`src/rtl/g_regfile_2r1w.sv`:
```
// g_regfile_2r1w
// Two-read / one-write register file for the RISC-V core.
// Both read ports are registered. A read of the address being written on the
// same edge returns the new data (write-first bypass). Entry 0 can optionally
// be hardwired to zero. After reset, an optional sequencer writes zero to
// every entry, so the core never depends on RAM power-up contents.
//
// Parameters
//   DATA_W         register width in bits
//   ADDR_W         address width, depth = 2**ADDR_W
//   ZERO_R0        1 = entry 0 reads as zero and ignores writes
//   CLEAR_ON_RESET 1 = zero every entry after reset before asserting ready
//
// Ports
//   i_clk          rising-edge clock
//   i_reset        synchronous, active-high reset
//   o_ready        high once reads and writes are accepted
//   i_rd_en        read enable shared by both ports; low holds o_rd1/o_rd2
//   i_ra1, i_ra2   read addresses
//   o_rd1, o_rd2   registered read data
//   i_we           write enable
//   i_wa, i_wd     write address and write data
module g_regfile_2r1w #(
    parameter int DATA_W         = 32,
    parameter int ADDR_W         = 5,
    parameter bit ZERO_R0        = 1'b1,
    parameter bit CLEAR_ON_RESET = 1'b1
) (
    input  logic              i_clk,
    input  logic              i_reset,
    output logic              o_ready,
    input  logic              i_rd_en,
    input  logic [ADDR_W-1:0] i_ra1,
    input  logic [ADDR_W-1:0] i_ra2,
    output logic [DATA_W-1:0] o_rd1,
    output logic [DATA_W-1:0] o_rd2,
    input  logic              i_we,
    input  logic [ADDR_W-1:0] i_wa,
    input  logic [DATA_W-1:0] i_wd
);

    localparam int DEPTH = 1 << ADDR_W;

    typedef enum logic [1:0] {
        ST_RST,
        ST_CLEAR,
        ST_RUN
    } state_e;

    state_e            r_state;
    state_e            w_nextState;
    logic [ADDR_W-1:0] r_clrCnt;
    logic [DATA_W-1:0] r_mem [DEPTH];
    logic [DATA_W-1:0] r_rd1;
    logic [DATA_W-1:0] r_rd2;

    logic              w_ready;
    logic              w_clrWrite;
    logic              w_extWe;
    logic              w_memWe;
    logic [ADDR_W-1:0] w_memWa;
    logic [DATA_W-1:0] w_memWd;
    logic              w_byp1;
    logic              w_byp2;
    logic              w_zero1;
    logic              w_zero2;
    logic [DATA_W-1:0] w_rdNext1;
    logic [DATA_W-1:0] w_rdNext2;

    // State register. Reset always forces RST, whatever state we were in,
    // so a reset in the middle of a clear pass restarts the whole pass.
    always_ff @(posedge i_clk) begin
        if (i_reset) begin
            r_state <= ST_RST;
        end else begin
            r_state <= w_nextState;
        end
    end

    // Next-state logic. The first clear write (entry 0) happens on the edge
    // that leaves RST, so CLEAR covers entries 1..DEPTH-1 and hands over to
    // RUN once the counter reaches the last address.
    always_comb begin
        w_nextState = r_state;
        case (r_state)
            ST_RST:   w_nextState = CLEAR_ON_RESET ? ST_CLEAR : ST_RUN;
            ST_CLEAR: if (r_clrCnt == '1) w_nextState = ST_RUN;
            ST_RUN:   w_nextState = ST_RUN;
            default:  w_nextState = ST_RST;
        endcase
    end

    // Output decode. The clear sequencer owns the write port until RUN, and
    // external writes are dropped in every other state. Writes to entry 0
    // are discarded when it is hardwired to zero.
    always_comb begin
        w_ready    = 1'b0;
        w_clrWrite = 1'b0;
        w_extWe    = 1'b0;
        case (r_state)
            ST_RST:   w_clrWrite = CLEAR_ON_RESET && !i_reset;
            ST_CLEAR: w_clrWrite = !i_reset;
            ST_RUN: begin
                w_ready = 1'b1;
                w_extWe = i_we && !i_reset && !(ZERO_R0 && (i_wa == '0));
            end
            default: begin
                w_ready    = 1'b0;
                w_clrWrite = 1'b0;
                w_extWe    = 1'b0;
            end
        endcase
    end

    assign w_memWe = w_clrWrite || w_extWe;
    assign w_memWa = w_clrWrite ? r_clrCnt : i_wa;
    assign w_memWd = w_clrWrite ? '0 : i_wd;

    // Clear counter: walks every address once per clear pass and wraps back
    // to zero after the last entry.
    always_ff @(posedge i_clk) begin
        if (i_reset) begin
            r_clrCnt <= '0;
        end else if (w_clrWrite) begin
            r_clrCnt <= r_clrCnt + 1'b1;
        end
    end

    // Storage array. It has no reset so it can map onto RAM; only the
    // sequencer ever clears it.
    always_ff @(posedge i_clk) begin
        if (w_memWe) begin
            r_mem[w_memWa] <= w_memWd;
        end
    end

    // Read-data selection. Hardwired zero wins over everything. Otherwise a
    // same-edge write to the read address is forwarded (write-first). w_extWe
    // already excludes the dropped write to entry 0.
    assign w_zero1   = ZERO_R0 && (i_ra1 == '0);
    assign w_zero2   = ZERO_R0 && (i_ra2 == '0);
    assign w_byp1    = w_extWe && (i_wa == i_ra1);
    assign w_byp2    = w_extWe && (i_wa == i_ra2);
    assign w_rdNext1 = w_zero1 ? '0 : (w_byp1 ? i_wd : r_mem[i_ra1]);
    assign w_rdNext2 = w_zero2 ? '0 : (w_byp2 ? i_wd : r_mem[i_ra2]);

    // Read-data registers. Forced to zero outside RUN, updated only on
    // enabled reads, and held otherwise. A later write to a held address
    // therefore does not change the held value.
    always_ff @(posedge i_clk) begin
        if (i_reset || (r_state != ST_RUN)) begin
            r_rd1 <= '0;
            r_rd2 <= '0;
        end else if (i_rd_en) begin
            r_rd1 <= w_rdNext1;
            r_rd2 <= w_rdNext2;
        end
    end

    assign o_ready = w_ready;
    assign o_rd1   = r_rd1;
    assign o_rd2   = r_rd2;

endmodule
```
`config.mk`:
```
export PLATFORM = sky130hd
export DESIGN_NAME = g_regfile_2r1w
export DESIGN_NICKNAME = d
export VERILOG_FILES = /design/src/rtl/g_regfile_2r1w.sv
export SDC_FILE = /design/constraint.sdc
export NUM_CORES = 1
export LEC_CHECK = 0
export CORE_MARGIN = 10
export CORE_UTILIZATION = 25
export DETAILED_ROUTE_END_ITERATION = 16
export SYNTH_ARGS = -nofsm -noshare
export SYNTH_HDL_FRONTEND = slang
export SYNTH_SLANG_ARGS = --single-unit
```
`constraint.sdc`:
```
create_clock -name i_clk -period 10.3 [get_ports i_clk]
set_input_delay 2.575 -clock i_clk [delete_from_list [all_inputs] [get_ports i_clk]]
set_output_delay 2.575 -clock i_clk [all_outputs]
set_load 0.03 [all_outputs]
```
==> metrics.txt <==
outcome=completed; vias in the first global route=about 31000; CTS tree=done; Largest delay share family, worst path=buffers and inverters; simple-gate share of the synthesized area=3.67%; number of vias in the routed layout=30485; Place WS=3.82 ns; max_slew headroom=12.0%; Die Ht=between 400 and 500 um; largest net degree at the start of global routing=101; share of the synthesized area in the top cell type=60.0%; clock skew=roughly 0.024 ns; Commonest cells post-synth=edfxtp_1, mux4_2, mux2i_1; Logic pwr share=12.6%; # IOs=116; reg2reg start=r_state[0]$_SDFFE_PP0P_; Switching Fraction=25.5%; die area=224000 um2; Critical Path Most Common Cell=buf_4; main combinational cell family by area after synthesis=multiplexers; asr flop ratio synth=0%; Synth cell types=66; wire per inst=about 28 um; hold path startpoint=o_rd1[5]$_SDFFE_PP0P_; register area share after synthesis=62.8%; layout cell share with drive strength beyond 1=28.2%; overall global routing resource usage=14.2%; Buf/Inv on CP=3; synthesized area per cell=17.6 um2; post_cts resized=0; DR pass1 iterations=6; Clock Latency Late Sink=0.71 ns; slowest stage delay, CP=around 0.74 ns; Port Buffer Count=115; Post-CTS Hold Fix Bufs=0; Syn Std Cell Area=51300 um2; NumNets Final=3041; synth warn=0; Peak VDD IR=138 uV; chip width=473 um; critical path cell sequence=clkdlybuf4s50_1, o21bai_4, buf_4, mux2i_1, nand2_1, nor2_4, buf_4; DPL Wire Length=roughly 99000 um; Crit Path Max Fanout=44; flop2flop setup slack=roughly 6.4 ns; reg-to-reg endpoint=r_mem[12][11]$_DFFE_PP_; WL final=164000 um; first-pass GRT wire length=233000 um; placed inst area=55600 um2; area delta synth->final=15.9%; number of synthesized register bits=1095; P per Cell Area=183 nW/um2; post-synthesis adder-cell area fraction=0.122%; CP max-delay cell=clkdlybuf4s50_1; Top FF cell, synth=edfxtp_1; Compound-Gate Fraction of Synth Area=6.72%; Hold EP=o_rd1[5]$_SDFFE_PP0P_; worst slew pin tran=around 1.3 ns; synthesized net count=2962; post-synthesis mux area share=24.1%; Crit path arrival time=6.15 ns; leak pwr=between 15 and 20 nW; Sum Neg Setup Slack=0 ns; placer congestion estimate=0.817; Initial DRC Count=3554; post-synthesis xor/xnor area fraction=0.205%; final hold violations=0; TritonCTS Sinks=1095; Final setup viols=0; Post-route DRC=0; initial antenna violation count=2; Initial Util=25.1%; pins over their slew limit=0; RSZ-0062 raised after global routing=no; total grt overflow=0; Placement Rows=about 170; Routed Antenna Nets=0; final setup margin=4.49 ns; Hold Worst Slack=roughly 0.51 ns; internal power=8.11 mW; final instance area=slightly below 60000 um2; core box area=204000 um2; most frequent cell after synthesis=edfxtp_1; Max Fclk=0.172 GHz; Sequential Power Share=48.8%; EDFF count, synth=between 1000 and 1500; reg2reg path depth=8; Startpoint Class=primary input; Clock power frac=about two fifths; Crit Path Category=in -> reg; clk slew on worst S/H paths=0.06 ns; Switch Pwr=2.77 mW; post-layout min period=5.81 ns; Tcrit/Tclk final=between 50% and 60%; Hold Crit Depth=2; post-CTS setup repair buffer count=0; crit end category=flip-flop; Root Driver=clkbuf_16; Placed Cells incl. Taps=5555; hold crit path type=reg -> reg; total power=10.9 mW; top cells by area, synth=edfxtp_1, mux4_2, mux2i_1; vias per cell=about 5.3; Critical Path RT=10.64 ns; CTS H-tree depth=3; number of max-cap violations=0; CTS buffer count=115; Synth area leader=edfxtp_1; CTS Buffer Depth=3; Util after Layout=29.1%; Post-Layout Cell Count=5777; Syn Inst Count=2906
layer usage:
metal,track usage (%),vias to the layer above,share of wire (%)
met1,17.7,16225,39
met2,24.0,1481,49
li1,-,12438,-
met4,6.35,0,4.7
met3,2.38,341,7.3
met5,0,-,0
worst max-delay path by stage:
stage             from                       to  slack [ns]  cells after the start
3_3_place_gp   i_reset   r_mem[8][11]$_DFFE_PP_        3.82                      7
3_5_place_dp   i_reset   r_mem[8][14]$_DFFE_PP_        3.82                      7
2_1_floorplan  i_reset   r_mem[12][0]$_DFFE_PP_        4.81                      7
4_1_cts        i_reset   r_mem[8][15]$_DFFE_PP_        4.57                      7
5_1_grt        i_reset   r_mem[8][16]$_DFFE_PP_        4.39                      7
6_report       i_reset  r_mem[12][11]$_DFFE_PP_        4.49                      7
placed cells by master, fill, tap and decap left out, drive strengths merged, types with 8 or more instances in the layout:
| cell type | netlist | layout |
|---|---|---|
| edfxtp | 1024 | 1024 |
| mux4 | 379 | 379 |
| mux2i | 201 | 201 |
| clkbuf | 116 | 163 |
| mux2 | 158 | 158 |
| clkdlybuf4s50 | 0 | 107 |
| o21ai | 103 | 103 |
| buf | 121 | 92 |
| nor2 | 77 | 77 |
| dfxtp | 71 | 71 |
| and2 | 66 | 66 |
| nand3 | 64 | 64 |
| a221oi | 63 | 63 |
| a22oi | 61 | 61 |
| nand2 | 49 | 49 |
| clkinv | 0 | 37 |
| nor3 | 34 | 34 |
| o22ai | 33 | 33 |
| nand3b | 32 | 32 |
| o31ai | 32 | 32 |
| o21a | 32 | 32 |
| o211ai | 31 | 31 |
| o221ai | 30 | 30 |
| a221o | 30 | 30 |
| bufinv | 0 | 10 |
| nor2b | 10 | 10 |
| inv | 6 | 10 |
| xnor2 | 9 | 9 |
| a211oi | 8 | 8 |
power groups by stage:
stage / registers [mW] / logic [mW] / clock network [mW]
final: 5.32 / 1.37 / 4.20
after global routing: 5.33 / 1.44 / 4.44
after CTS: 5.31 / 1.37 / 4.25
after detailed placement: 5.41 / 1.37 / 0
after global placement: 5.40 / 1.35 / 0
after floorplan: 5.40 / 0.784 / 0
tightest hold or removal path: stages, from the launching register on:
cell,delay (ns)
dfxtp_1,0.32
a22oi_1,0.08
nand3_1,0.08
registers in the layout (all words and copies together), names as in the netlist:
| name | count |
|---|---|
| o_rd2 | 32 |
| r_mem | 1024 |
| r_clrCnt | 5 |
| o_rd1 | 32 |
| r_state | 2 |
final cells by class:
type | count | area [um2]
Antenna cell | 2 | 5.00
Clock buffer | 163 | 3230
Clock inverter | 56 | 563
Fill cell | 20145 | 145000
Inverter | 6 | 25.0
Multi-Input combinational cell | 1568 | 18200
Sequential cell | 1095 | 32200
Tap cell | 2688 | 3360
Timing Repair Buffer | 199 | 1870
logic make-up (layout without fill, tap and decap cells):
family / count (synthesis) / after routing
xor+xnor: 12 / 12
buf+inv: 243 / 424
flops: 1095 / 1095
other cells: 0 / 2
compound gates: 453 / 453
mux: 738 / 738
simple gates: 360 / 360
fa+ha+maj: 5 / 5
Power figures use the tool's default switching activity.
